<file path="config.mk">
export PLATFORM = sky130hd
export DESIGN_NAME = uart_apb_regs_flat
export DESIGN_NICKNAME = d
export VERILOG_FILES = /design/src/rtl/uart_apb_regs_if.sv /design/src/rtl/uart_apb_regs.sv /design/src/flat_wrapper.sv
export SDC_FILE = /design/constraint.sdc
export NUM_CORES = 1
export LEC_CHECK = 0
export CAP_MARGIN = 10
export CORE_UTILIZATION = 45
export CTS_CLUSTER_DIAMETER = 30
export CTS_CLUSTER_SIZE = 28
export DETAILED_ROUTE_END_ITERATION = 7
export PLACE_DENSITY_LB_ADDON = 0.1
export SLEW_MARGIN = 20
export SYNTH_ARGS = -nofsm -noshare
export SYNTH_HDL_FRONTEND = slang
export SYNTH_SLANG_ARGS = --single-unit
</file>
<file path="constraint.sdc">
create_clock -name clk -period 3 [get_ports clk]
set_input_delay 0.6 -clock clk [delete_from_list [all_inputs] [get_ports clk]]
set_output_delay 0.6 -clock clk [all_outputs]
set_load 0.02 [all_outputs]
</file>
<file path="src/rtl/uart_apb_regs_if.sv">
// rtl/uart_apb_regs_if.sv - APB3 bus bundle between the system fabric and uart_apb_regs
//
// Signals:
//   psel, penable, pwrite   APB3 transfer control (master -> slave)
//   paddr [ADDR_W-1:0]      byte address, bits [1:0] ignored by the slave
//   pwdata [31:0]           write data (master -> slave)
//   prdata [31:0]           read data, non-zero only while pready is high (slave -> master)
//   pready, pslverr         transfer completion and error (slave -> master)
interface uart_apb_regs_if #(
    parameter int ADDR_W = 4
);
    logic              psel;
    logic              penable;
    logic              pwrite;
    logic [ADDR_W-1:0] paddr;
    logic [31:0]       pwdata;
    logic [31:0]       prdata;
    logic              pready;
    logic              pslverr;

    modport master (
        output psel,
        output penable,
        output pwrite,
        output paddr,
        output pwdata,
        input  prdata,
        input  pready,
        input  pslverr
    );

    modport slave (
        input  psel,
        input  penable,
        input  pwrite,
        input  paddr,
        input  pwdata,
        output prdata,
        output pready,
        output pslverr
    );
endinterface

</file>
<file path="src/rtl/uart_apb_regs.sv">
// rtl/uart_apb_regs.sv - APB3 register block bridging the host bus to uart_core
//
// Optional feature macro: UART_APB_PSLVERR_EN
//   defined   : pslverr flags unmapped addresses, RXDATA writes and dropped TXDATA writes
//   undefined : pslverr is held low and such accesses complete silently
//
// Ports:
//   clk               system clock
//   rst               synchronous active-high reset
//   apb               APB3 slave modport (psel/penable/pwrite/paddr/pwdata/prdata/pready/pslverr)
//   tx_data_o         data word handed to the core transmitter
//   start_tx_o        one-cycle transmit start pulse
//   tx_done_i         one-cycle pulse from the core at end of a transmitted frame
//   rx_data_i         received word from the core
//   rx_done_i         one-cycle pulse from the core when a frame has been received
//   parity_error_i    parity status, qualified by rx_done_i
//   host_read_data_o  one-cycle pulse when the host has consumed the received word
//   data_bit_num_o    CFG[1:0]
//   parity_en_o       CFG[2]
//   parity_type_o     CFG[3]
//   stop_bit_num_o    CFG[4]
//   irq_o             registered level interrupt
//
// Register map (word offsets):
//   0x0 TXDATA  W   start a transmission when the transmitter is free
//   0x4 RXDATA  R   last received word; reading it consumes rx_valid
//   0x8 CFG     RW  [4:0] frame config, [5] tx_ie, [6] rx_ie
//   0xC STATUS      [0] tx_busy, [1] rx_valid, [2] PERR, [3] OVERRUN, [4] TXDROP (bits 2..4 W1C)
module uart_apb_regs #(
    parameter int         ADDR_W  = 4,
    parameter logic [4:0] CFG_RST = 5'b00011
) (
    input  logic           clk,
    input  logic           rst,
    uart_apb_regs_if.slave apb,
    output logic [31:0]    tx_data_o,
    output logic           start_tx_o,
    input  logic           tx_done_i,
    input  logic [31:0]    rx_data_i,
    input  logic           rx_done_i,
    input  logic           parity_error_i,
    output logic           host_read_data_o,
    output logic [1:0]     data_bit_num_o,
    output logic           parity_en_o,
    output logic           parity_type_o,
    output logic           stop_bit_num_o,
    output logic           irq_o
);

    typedef enum logic [1:0] {
        S_IDLE = 2'd0,
        S_WAIT = 2'd1,
        S_DONE = 2'd2
    } state_t;

    state_t state;
    state_t state_nxt;

    // Local views of the bus inputs.
    logic              psel;
    logic              penable;
    logic              pwrite;
    logic [ADDR_W-1:0] paddr;
    logic [31:0]       pwdata;

    assign psel    = apb.psel;
    assign penable = apb.penable;
    assign pwrite  = apb.pwrite;
    assign paddr   = apb.paddr;
    assign pwdata  = apb.pwdata;

    // Register state.
    logic        tx_busy;
    logic        rx_valid;
    logic [31:0] rx_data;
    logic        perr;
    logic        overrun;
    logic        txdrop;
    logic [4:0]  cfg;
    logic [1:0]  ie;          // {rx_ie, tx_ie}

    // Address decode. Byte address bits [1:0] are dropped; anything past the
    // four words is unmapped (only reachable when ADDR_W > 4).
    logic [31:0] word_idx;
    logic        addr_mapped;
    logic        sel_tx;
    logic        sel_rx;
    logic        sel_cfg;
    logic        sel_st;

    assign word_idx    = 32'(paddr) >> 2;
    assign addr_mapped = (word_idx < 32'd4);
    assign sel_tx      = addr_mapped && (word_idx[1:0] == 2'd0);
    assign sel_rx      = addr_mapped && (word_idx[1:0] == 2'd1);
    assign sel_cfg     = addr_mapped && (word_idx[1:0] == 2'd2);
    assign sel_st      = addr_mapped && (word_idx[1:0] == 2'd3);

    // Access strobes, all qualified by the DONE cycle from the FSM below.
    logic commit;
    logic wr_commit;
    logic rd_commit;
    logic tx_accept;
    logic tx_drop;
    logic rx_consume;
    logic cfg_wr;
    logic st_wr;
    logic bad_access;

    assign wr_commit  = commit && pwrite;
    assign rd_commit  = commit && !pwrite;
    // A tx_done_i arriving in the same cycle frees the transmitter just in time.
    assign tx_accept  = wr_commit && sel_tx && (!tx_busy || tx_done_i);
    assign tx_drop    = wr_commit && sel_tx && tx_busy && !tx_done_i;
    assign rx_consume = rd_commit && sel_rx && rx_valid;
    assign cfg_wr     = wr_commit && sel_cfg;
    assign st_wr      = wr_commit && sel_st;

`ifdef UART_APB_PSLVERR_EN
    assign bad_access = !addr_mapped || (pwrite && sel_rx) || tx_drop;
`else
    assign bad_access = 1'b0;
`endif

    // Read mux; TXDATA and unmapped addresses read as zero.
    logic [31:0] rd_mux;

    always_comb begin
        rd_mux = '0;
        if (sel_rx) begin
            rd_mux = rx_data;
        end else if (sel_cfg) begin
            rd_mux = {25'd0, ie, cfg};
        end else if (sel_st) begin
            rd_mux = {27'd0, txdrop, overrun, perr, rx_valid, tx_busy};
        end
    end

    // APB FSM: state register.
    always_ff @(posedge clk) begin
        if (rst) begin
            state <= S_IDLE;
        end else begin
            state <= state_nxt;
        end
    end

    // APB FSM: next state and bus outputs. Every transfer takes exactly three
    // cycles: setup (IDLE), one forced wait (WAIT), completion (DONE).
    always_comb begin
        state_nxt   = state;
        commit      = 1'b0;
        apb.pready  = 1'b0;
        apb.pslverr = 1'b0;
        apb.prdata  = '0;
        case (state)
            S_IDLE: begin
                if (psel && !penable) begin
                    state_nxt = S_WAIT;
                end
            end
            S_WAIT: begin
                // A master abandoning the transfer here leaves no side effect.
                if (!psel) begin
                    state_nxt = S_IDLE;
                end else begin
                    state_nxt = S_DONE;
                end
            end
            S_DONE: begin
                commit      = 1'b1;
                apb.pready  = 1'b1;
                apb.pslverr = bad_access;
                apb.prdata  = rd_mux;
                state_nxt   = S_IDLE;
            end
            default: begin
                state_nxt = S_IDLE;
            end
        endcase
    end

    // Transmit side.
    always_ff @(posedge clk) begin
        if (rst) begin
            tx_data_o  <= '0;
            start_tx_o <= 1'b0;
            tx_busy    <= 1'b0;
        end else begin
            start_tx_o <= tx_accept;
            if (tx_accept) begin
                tx_data_o <= pwdata;
                tx_busy   <= 1'b1;
            end else if (tx_done_i) begin
                tx_busy <= 1'b0;
            end
        end
    end

    // Receive side. A new frame landing on the same cycle as the consuming
    // read is not an overrun: the host got the old word, the new one is kept.
    always_ff @(posedge clk) begin
        if (rst) begin
            rx_data          <= '0;
            rx_valid         <= 1'b0;
            host_read_data_o <= 1'b0;
        end else begin
            host_read_data_o <= rx_consume;
            if (rx_done_i) begin
                rx_data  <= rx_data_i;
                rx_valid <= 1'b1;
            end else if (rx_consume) begin
                rx_valid <= 1'b0;
            end
        end
    end

    // Sticky flags; a set event in the same cycle beats the W1C clear.
    always_ff @(posedge clk) begin
        if (rst) begin
            perr    <= 1'b0;
            overrun <= 1'b0;
            txdrop  <= 1'b0;
        end else begin
            if (rx_done_i && parity_error_i) begin
                perr <= 1'b1;
            end else if (st_wr && pwdata[2]) begin
                perr <= 1'b0;
            end

            if (rx_done_i && rx_valid && !rx_consume) begin
                overrun <= 1'b1;
            end else if (st_wr && pwdata[3]) begin
                overrun <= 1'b0;
            end

            if (tx_drop) begin
                txdrop <= 1'b1;
            end else if (st_wr && pwdata[4]) begin
                txdrop <= 1'b0;
            end
        end
    end

    // Frame configuration and interrupt enables. No interlock against
    // changes mid-frame; the core sees new values immediately.
    always_ff @(posedge clk) begin
        if (rst) begin
            cfg <= CFG_RST;
            ie  <= 2'b00;
        end else if (cfg_wr) begin
            cfg <= pwdata[4:0];
            ie  <= pwdata[6:5];
        end
    end

    assign data_bit_num_o = cfg[1:0];
    assign parity_en_o    = cfg[2];
    assign parity_type_o  = cfg[3];
    assign stop_bit_num_o = cfg[4];

    // Interrupt is registered from the current flag state, so it trails
    // any flag change by one cycle.
    always_ff @(posedge clk) begin
        if (rst) begin
            irq_o <= 1'b0;
        end else begin
            irq_o <= (ie[1] && rx_valid) || (ie[0] && !tx_busy) || perr || overrun;
        end
    end

endmodule

</file>
<file path="src/flat_wrapper.sv">
// flat-port wrapper written by rule: the top's interface ports become plain ports
module uart_apb_regs_flat 
#(
    parameter int         ADDR_W  = 4,
    parameter logic [4:0] CFG_RST = 5'b00011
)
  (clk, rst, tx_data_o, start_tx_o, tx_done_i, rx_data_i, rx_done_i, parity_error_i, host_read_data_o, data_bit_num_o, parity_en_o, parity_type_o, stop_bit_num_o, irq_o, apb_psel, apb_penable, apb_pwrite, apb_paddr, apb_pwdata, apb_prdata, apb_pready, apb_pslverr);
  uart_apb_regs_if #(.ADDR_W(ADDR_W)) apb_i ();
  input  logic clk;
  input  logic rst;
  output logic [31:0] tx_data_o;
  output logic start_tx_o;
  input  logic tx_done_i;
  input  logic [31:0] rx_data_i;
  input  logic rx_done_i;
  input  logic parity_error_i;
  output logic host_read_data_o;
  output logic [1:0] data_bit_num_o;
  output logic parity_en_o;
  output logic parity_type_o;
  output logic stop_bit_num_o;
  output logic irq_o;
  input wire logic [$bits(apb_i.psel)-1:0] apb_psel;
  input wire logic [$bits(apb_i.penable)-1:0] apb_penable;
  input wire logic [$bits(apb_i.pwrite)-1:0] apb_pwrite;
  input wire logic [$bits(apb_i.paddr)-1:0] apb_paddr;
  input wire logic [$bits(apb_i.pwdata)-1:0] apb_pwdata;
  output wire logic [$bits(apb_i.prdata)-1:0] apb_prdata;
  output wire logic [$bits(apb_i.pready)-1:0] apb_pready;
  output wire logic [$bits(apb_i.pslverr)-1:0] apb_pslverr;
  assign apb_i.psel = apb_psel;
  assign apb_i.penable = apb_penable;
  assign apb_i.pwrite = apb_pwrite;
  assign apb_i.paddr = apb_paddr;
  assign apb_i.pwdata = apb_pwdata;
  assign apb_prdata = apb_i.prdata;
  assign apb_pready = apb_i.pready;
  assign apb_pslverr = apb_i.pslverr;
  uart_apb_regs #(.ADDR_W(ADDR_W), .CFG_RST(CFG_RST)) u_core (.clk(clk), .rst(rst), .apb(apb_i), .tx_data_o(tx_data_o), .start_tx_o(start_tx_o), .tx_done_i(tx_done_i), .rx_data_i(rx_data_i), .rx_done_i(rx_done_i), .parity_error_i(parity_error_i), .host_read_data_o(host_read_data_o), .data_bit_num_o(data_bit_num_o), .parity_en_o(parity_en_o), .parity_type_o(parity_type_o), .stop_bit_num_o(stop_bit_num_o), .irq_o(irq_o));
endmodule
</file>
* Word-level counts from Yosys, hierarchy flattened
Index checks and enable logic that the tools add are counted.
** Operators by class
- Multiplexer cells :: 18
- Reduce and logical (&&, ||, !) cells :: 39
- Magnitude comparators :: 1
- Equality and inequality tests :: 6
** Operators with widths (number)
- $mux W32 :: 3
- $logic_and A1 B1 Y1 :: 23
- $mux W1 :: 11
- $reduce_bool A2 Y1 :: 5
- $eq A2 B2 Y1 const B :: 3
- $logic_not A1 Y1 :: 5
- $mux W5 :: 1
- $eq A2 B1 Y1 const B :: 2
- $logic_not A2 Y1 :: 2
- $logic_or A1 B1 Y1 :: 4
- $mux W2 :: 2
- $pmux W2 S2 :: 1
- $lt A2 B3 Y1 const B :: 1
- $ne A2 B1 Y1 const B :: 1
** Storage, ports and cells
- Input bits :: 76
- Logic and storage cells :: 77
- Bits in registers :: 81

* Longest topological paths before layout
Gate-level depths: netlist of the first run.
- Depth in word-level cells :: 8
- Gate-level depth with buffers :: 5
- Mapped depth without buffers :: 3

* Least setup slack after synthesis of the first run
Ideal clock, no wire load.
- Path type :: input -> output
- Start :: input apb_paddr[2]
- End :: output apb_prdata[11]
- Cell stages on the path :: 5
- Setup slack :: 0.927 ns
- Buffers on the path :: 2
- Arrival :: 1.473 ns
- Cell sequence :: nor2b_1 buf_2 nor2b_2 clkbuf_2 and2_1
** Between the ends
- Word-level cells in the longest chain between the ends :: 4
- Elaborated cells on any way between the ends :: 5
- Those cells by class :: 1 x order compare; 1 x eq/ne; 2 x mux; 1 x reduce/logical
** Ends and longest elaborated chain
- start, declared :: line flat_wrapper.sv:26 : input wire logic [$bits(apb_i.paddr)-1:0] apb_paddr;
- $lt A2 B3 Y1 / $eq A2 B1 Y1 (equally long branches) :: line uart_apb_regs.sv:92, uart_apb_regs.sv:94
- $logic_and A1 B1 Y1 * :: line uart_apb_regs.sv:94 : assign sel_rx = addr_mapped && (word_idx[1:0] == 2'd1);
- $mux W32 * :: line uart_apb_regs.sv:129 : if (sel_rx) begin
- $mux W32 * :: line uart_apb_regs.sv:155 : case (state)
- end, declared :: line flat_wrapper.sv:28 : output wire logic [$bits(apb_i.prdata)-1:0] apb_prdata;
Every way passes the cells marked *; elsewhere a longest branch is shown, timed or not.

* Final worst setup path of the first run
- Start :: input apb_paddr[2]
- End :: output apb_prdata[2]
** Between the ends
- Word-level cells in the longest chain between the ends :: 6
- Elaborated cells on any way between the ends :: 11
- Those cells by class :: 1 x order compare; 3 x eq/ne; 4 x mux; 3 x reduce/logical
** Ends and longest elaborated chain
- $lt A2 B3 Y1 / $eq A2 B2 Y1 (equally long branches) :: line uart_apb_regs.sv:92, uart_apb_regs.sv:96
- $logic_and A1 B1 Y1 :: line uart_apb_regs.sv:96 : assign sel_st = addr_mapped && (word_idx[1:0] == 2'd3);
- $mux W5 :: line uart_apb_regs.sv:133 : end else if (sel_st) begin
- $mux W32 :: line uart_apb_regs.sv:131 : end else if (sel_cfg) begin
- $mux W32 * :: line uart_apb_regs.sv:129
- $mux W32 * :: line uart_apb_regs.sv:155
Marks and branches as above.

==> out/metrics.yaml, run 1 <==
clock_path_buffers: 2
drv_slew: 0
antenna_cells: 0
setup_viol: 0
fillers: 629
place_area_mm2: 0.00509
syn-instance-count: 367
slowest_delay_ns: 0.56
hold_buffers: 0
fmax_mhz: 339
synth.ff_latch_count: 81
firstDrtPassIters: 4
path_max_fanout: 9
met2_usage_pct: 34.4
drc: 0
fin_crit_sh_pct: 98.5
path_cells: "clkdlybuf4s50_1, buf_4, mux2_2, a22oi_1, nor2_1, clkdlybuf4s50_1"
met1_usage_pct: 25.2
worst_pin_slew_ns: 1.01
grt_pass1_wl_um: 13600
netlist_area_mm2: 0.00360
cts_resized: 7
min_period_ns: 2.95
power_density_mw_per_mm2: 421
clk_pin_slew_ns: 0.08
cts_max_level: 3
numCtsBuffers: 9
endpoint_kind: "output port"
worstPathArrival_ns: 2.35
die_area_mm2: 0.00836
final_common_cell: "clkdlybuf4s50_1"
gr-total-overflow: 0
min_path_type: "register to register"
dp_hpwl_um: 5970
relSlewSlack_pct: 32.8
io_buffers: 146
crit_type: "input pin to output port"
max_cap_violations: 0
num_vias: 2976
die_w_um: 91.5
gr-usage-all-layers_pct: 20.4
layout_common_cells: "115 x clkdlybuf4s50_1, 81 x dfxtp_1, 73 x nand2b_1"
cts_tree: "yes"
drt.antenna.violating_nets: 0
ys_types: 34
syn_nets: 443
ios: 150
instances_no_fill: 613
clkSinkCount: 81
cp.required_ns: 2.40
fp-row-count: 32
vdd_drop_max_mv: 0.234
use_met3_pct: 3.69
cp_slowest_cell: "clkdlybuf4s50_1"
post_route_cells_drive_above_1_share_pct: 6.85
skew_ns: 0.00699
ys_seq_area_share_pct: 45.0
hold_viol_final: 0
antenna_found_initial: 0
nNetsFinal: 582
via_per_inst: 4.85
root_buffer: "clkbuf_8"
post_cts_buffers: 0
fin_tns_setup_ns: 0
syn_avg_cell_area_um2: 9.81
yosys_warnings: 0
rsz0062_at_grt: "no"
routed_wirelength_um: 8510
core_region_area_mm2: 0.00773
grt_max_degree: 50
grt.busiest_layer: "met2"
dp_cells: 597
leakage_nw: 2.50
path_common_cell: "clkdlybuf4s50_1"
syn_to_final_growth_pct: 49.1
start_kind: "input pin"
start_util_pct: 46.6
die_y_um: 91.5
gp_congestion: 0.887
wire_per_inst_um: 13.9
grt_pass1_vias: 2836
clk-insertion-delay-late_ns: 0.35
status: "completed"
initialDrtViolationCount: 65
r2r_setup_slack_ns: 1.58
fin_area_mm2: 0.00537
sequential cells by signal, indices dropped and copies added (netlist names):
signal,count
u_core.txdrop,1
u_core.cfg,5
u_core.rx_valid,1
u_core.irq_o,1
u_core.tx_data_o,32
u_core.tx_busy,1
u_core.ie,2
u_core.host_read_data_o,1
u_core.start_tx_o,1
u_core.overrun,1
u_core.perr,1
u_core.rx_data,32
u_core.state,2
synthesized netlist by cell type, drive strengths merged:
library cell / number / share of area, %
inv: 2 / 0.21
o211ai: 1 / 0.21
mux2: 5 / 1.6
clkbuf: 9 / 0.97
buf: 18 / 4.0
a22oi: 7 / 1.5
nand2: 5 / 0.59
nor4: 1 / 0.17
a211oi: 1 / 0.21
conb: 1 / 0.10
or4: 1 / 0.21
o21ai: 3 / 0.42
a21oi: 6 / 0.83
nand4bb: 1 / 0.31
nor4b: 1 / 0.24
nand3: 2 / 0.28
and3b: 1 / 0.24
dfxtp: 81 / 45
nand2b: 73 / 13
nor3b: 1 / 0.21
and2: 25 / 4.3
nand3b: 1 / 0.21
nor2b: 3 / 0.59
o31ai: 1 / 0.21
nor2: 44 / 4.6
mux2i: 71 / 20
and3: 1 / 0.17
and2b: 1 / 0.21
where the power goes:
part           internal, mW  switching [mW]  leakage [nW]
logic                 0.150          0.0884          1.73
clock network         0.511           0.392         0.115
registers              1.11          0.0162         0.660
total                  1.77           0.497          2.50
cell families after synthesis:
group | Yosys count | share of synthesized area (%)
and+or+nand+nor | 161 | 25.1
DFF | 81 | 45.0
muxes | 76 | 21.3
buffers and inverters | 29 | 5.18
AOI/OAI and AO/OA | 19 | 3.34
other | 1 | 0.104
layer usage:
layer  share of wire, %  vias up
li1                   -     1486
met1                 45     1378
met2                 47       96
met3                5.7       16
met4                1.8        0
met5                  0        -
through the flow:
| stage | setup WS [ns] | hold WS [ns] | util, % | total power, mW |
|---|---|---|---|---|
| after floorplan | 0.927 | 0.447 | - | 1.26 |
| after global placement | 0.00845 | 0.457 | 65.9 | 1.38 |
| after detailed placement | -0.00334 | 0.462 | 65.9 | 1.38 |
| after CTS | 0.00135 | 0.477 | 68.8 | 2.28 |
| after global routing | 0.00146 | 0.500 | 69.5 | 2.35 |
| final | 0.0462 | 0.475 | 69.5 | 2.26 |
worst max-delay path, delay by kind of cell:
family,cells,cell delay (ns)
muxes,1,0.34
and+or+nand+nor,1,0.08
buffers and inverters,3,1.20
AOI/OAI and AO/OA,1,0.14
final timing paths:
kind | startpoint | to | cells past startpoint
worst min register to register | u_core.tx_data_o[14]$_SDFFE_PP0P_ | u_core.tx_data_o[14]$_SDFFE_PP0P_ | 2
worst max-delay path | apb_paddr[2] | apb_prdata[2] | 6
worst max register to register | u_core.state[1]$_SDFFE_PP0P_ | u_core.tx_data_o[0]$_SDFFE_PP0P_ | 4
worst min-delay path | u_core.tx_data_o[14]$_SDFFE_PP0P_ | u_core.tx_data_o[14]$_SDFFE_PP0P_ | 2
area by class of cell:
class / count / area (um^2) / share of cell area [%]
inverters: 2 / 7.51 / 0.140
multi-input cells: 257 / 1790 / 33.4
flip-flops and latches: 81 / 1620 / 30.2
repair buffers: 155 / 1590 / 29.6
clock inverters: 5 / 77.6 / 1.44
well taps: 102 / 128 / 2.38
clock buffers: 11 / 151 / 2.82
Power figures use the tool's default switching activity.
==> run 2: changes to the inputs <==
CORE_UTILIZATION = 46   (was 45)
==> out/metrics.yaml, run 2 (synthesis results as in run 1) <==
antenna_cells: 0
gp_congestion: 0.860
endpoint_kind: "output port"
vdd_drop_max_mv: 0.295
start_util_pct: 48.6
numCtsBuffers: 9
fillers: 610
skew_ns: 0.0111
max_cap_violations: 0
status: "completed"
die_w_um: 90.5
cts_max_level: 3
syn_to_final_growth_pct: 46.5
fin_crit_sh_pct: 97.0
nNetsFinal: 582
min_path_type: "register to register"
worstPathArrival_ns: 2.31
path_max_fanout: 7
grt_pass1_wl_um: 13900
dp_hpwl_um: 6120
relSlewSlack_pct: 62.2
routed_wirelength_um: 8590
io_buffers: 146
sequentialPowerShare_pct: 52.0
swShare_pct: 23.0
ios: 150
die_y_um: 90.5
layout_common_cells: "114 x clkdlybuf4s50_1, 81 x dfxtp_1, 73 x nand2b_1"
leakage_nw: 2.23
wire_per_inst_um: 14.1
p_sw_mw: 0.495
clk-insertion-delay-late_ns: 0.34
drt.antenna.violating_nets: 0
final_common_cell: "clkdlybuf4s50_1"
antenna_found_initial: 0
fmax_mhz: 343
min_period_ns: 2.91
gr-usage-all-layers_pct: 20.9
combPwrFrac_pct: 11.2
rsz0062_at_grt: "no"
grt_pass1_vias: 2957
clkSinkCount: 81
gr-total-overflow: 0
p_clk_share_pct: 36.8
setup_viol: 0
dp_slack_ns: -0.0598
via_per_inst: 4.89
cp.required_ns: 2.40
post_route_cells_drive_above_1_share_pct: 6.65
worst_pin_slew_ns: 0.567
die_area_mm2: 0.00819
cts_tree: "yes"
root_buffer: "clkbuf_8"
core_region_area_mm2: 0.00741
num_vias: 2981
power_density_mw_per_mm2: 409
crit_type: "input pin to output port"
fin_tns_setup_ns: 0
multi_input_area_mm2: 0.00179
register_area_mm2: 0.00162
fp-row-count: 31
fin_ws_ns: 0.0885
largestRegisters: "u_core.rx_data: 32 flops, u_core.tx_data_o: 32 flops, u_core.cfg: 5 flops"
p_int_mw: 1.66
drv_slew: 0
initialDrtViolationCount: 91
firstDrtPassIters: 5
drc: 0
clock_path_buffers: 2
start_kind: "input pin"
grt_max_degree: 78
clk_pin_slew_ns: 0.08
hold_viol_final: 0
==> run 2: stage by stage <==
step	std cells	power [mW]	hold slack (ns)	util (%)	area, um^2
floorplan	367	1.26	0.447	-	3600
global placement	594	1.38	0.457	68.9	5100
finish	610	2.16	0.476	71.2	5270
CTS	610	2.17	0.477	71.1	5270
detailed placement	594	1.39	0.463	68.9	5100
global route	610	2.24	0.502	71.2	5270
==> run 2: layout make-up <==
cell class	count	area share, %
Multi-Input combinational cell	257	34.0
Inverter	2	0.142
Sequential cell	81	30.7
Clock inverter	5	1.04
Clock buffer	11	2.68
Timing Repair Buffer	155	29.0
Tap cell	99	2.35
==> run 2: final timing paths <==
check,startpoint,to,slack (ns),cells past startpoint
max reg2reg,u_core.state[1]$_SDFFE_PP0P_,u_core.tx_data_o[8]$_SDFFE_PP0P_,1.57,4
max,apb_paddr[2],apb_prdata[6],0.09,6
min,u_core.tx_data_o[7]$_SDFFE_PP0P_,u_core.tx_data_o[7]$_SDFFE_PP0P_,0.48,2
min reg2reg,u_core.tx_data_o[7]$_SDFFE_PP0P_,u_core.tx_data_o[7]$_SDFFE_PP0P_,0.48,2
==> run 2: what timing repair did <==
| item | in CTS | in global routing |
|---|---|---|
| gates resized for setup | 27 | 3 |
| hold buffers | 0 | 0 |
| buffers inserted | 0 | 0 |
| cloned | 0 | 0 |
| setup endpoints to repair | 27 | 3 |
==> run 2: critical path, stage by stage <==
cell and delay (ns):
clkdlybuf4s50_1 0.48, nor2b_1 0.21, buf_4 0.19, a22oi_1 0.10, nor2_1 0.11, clkdlybuf4s50_1 0.62
==> run 2: routing by layer <==
metal,up-vias,part of all wire [%],global-route usage [%],routed length (um)
met3,13,5.0,3.96,429
met1,1385,44,25.1,3810
met4,0,1.6,7.12,141
met2,97,49,37.2,4210
met5,-,0,0,0
li1,1486,-,-,-
==> run 2: power by group through the flow <==
stage | Sequential (mW) | Combinational [mW] | Clock, mW
2_1_floorplan | 1.14 | 0.115 | 0
3_3_place_gp | 1.14 | 0.235 | 0
3_5_place_dp | 1.15 | 0.241 | 0
4_1_cts | 1.12 | 0.242 | 0.804
5_1_grt | 1.13 | 0.260 | 0.854
6_report | 1.12 | 0.240 | 0.794
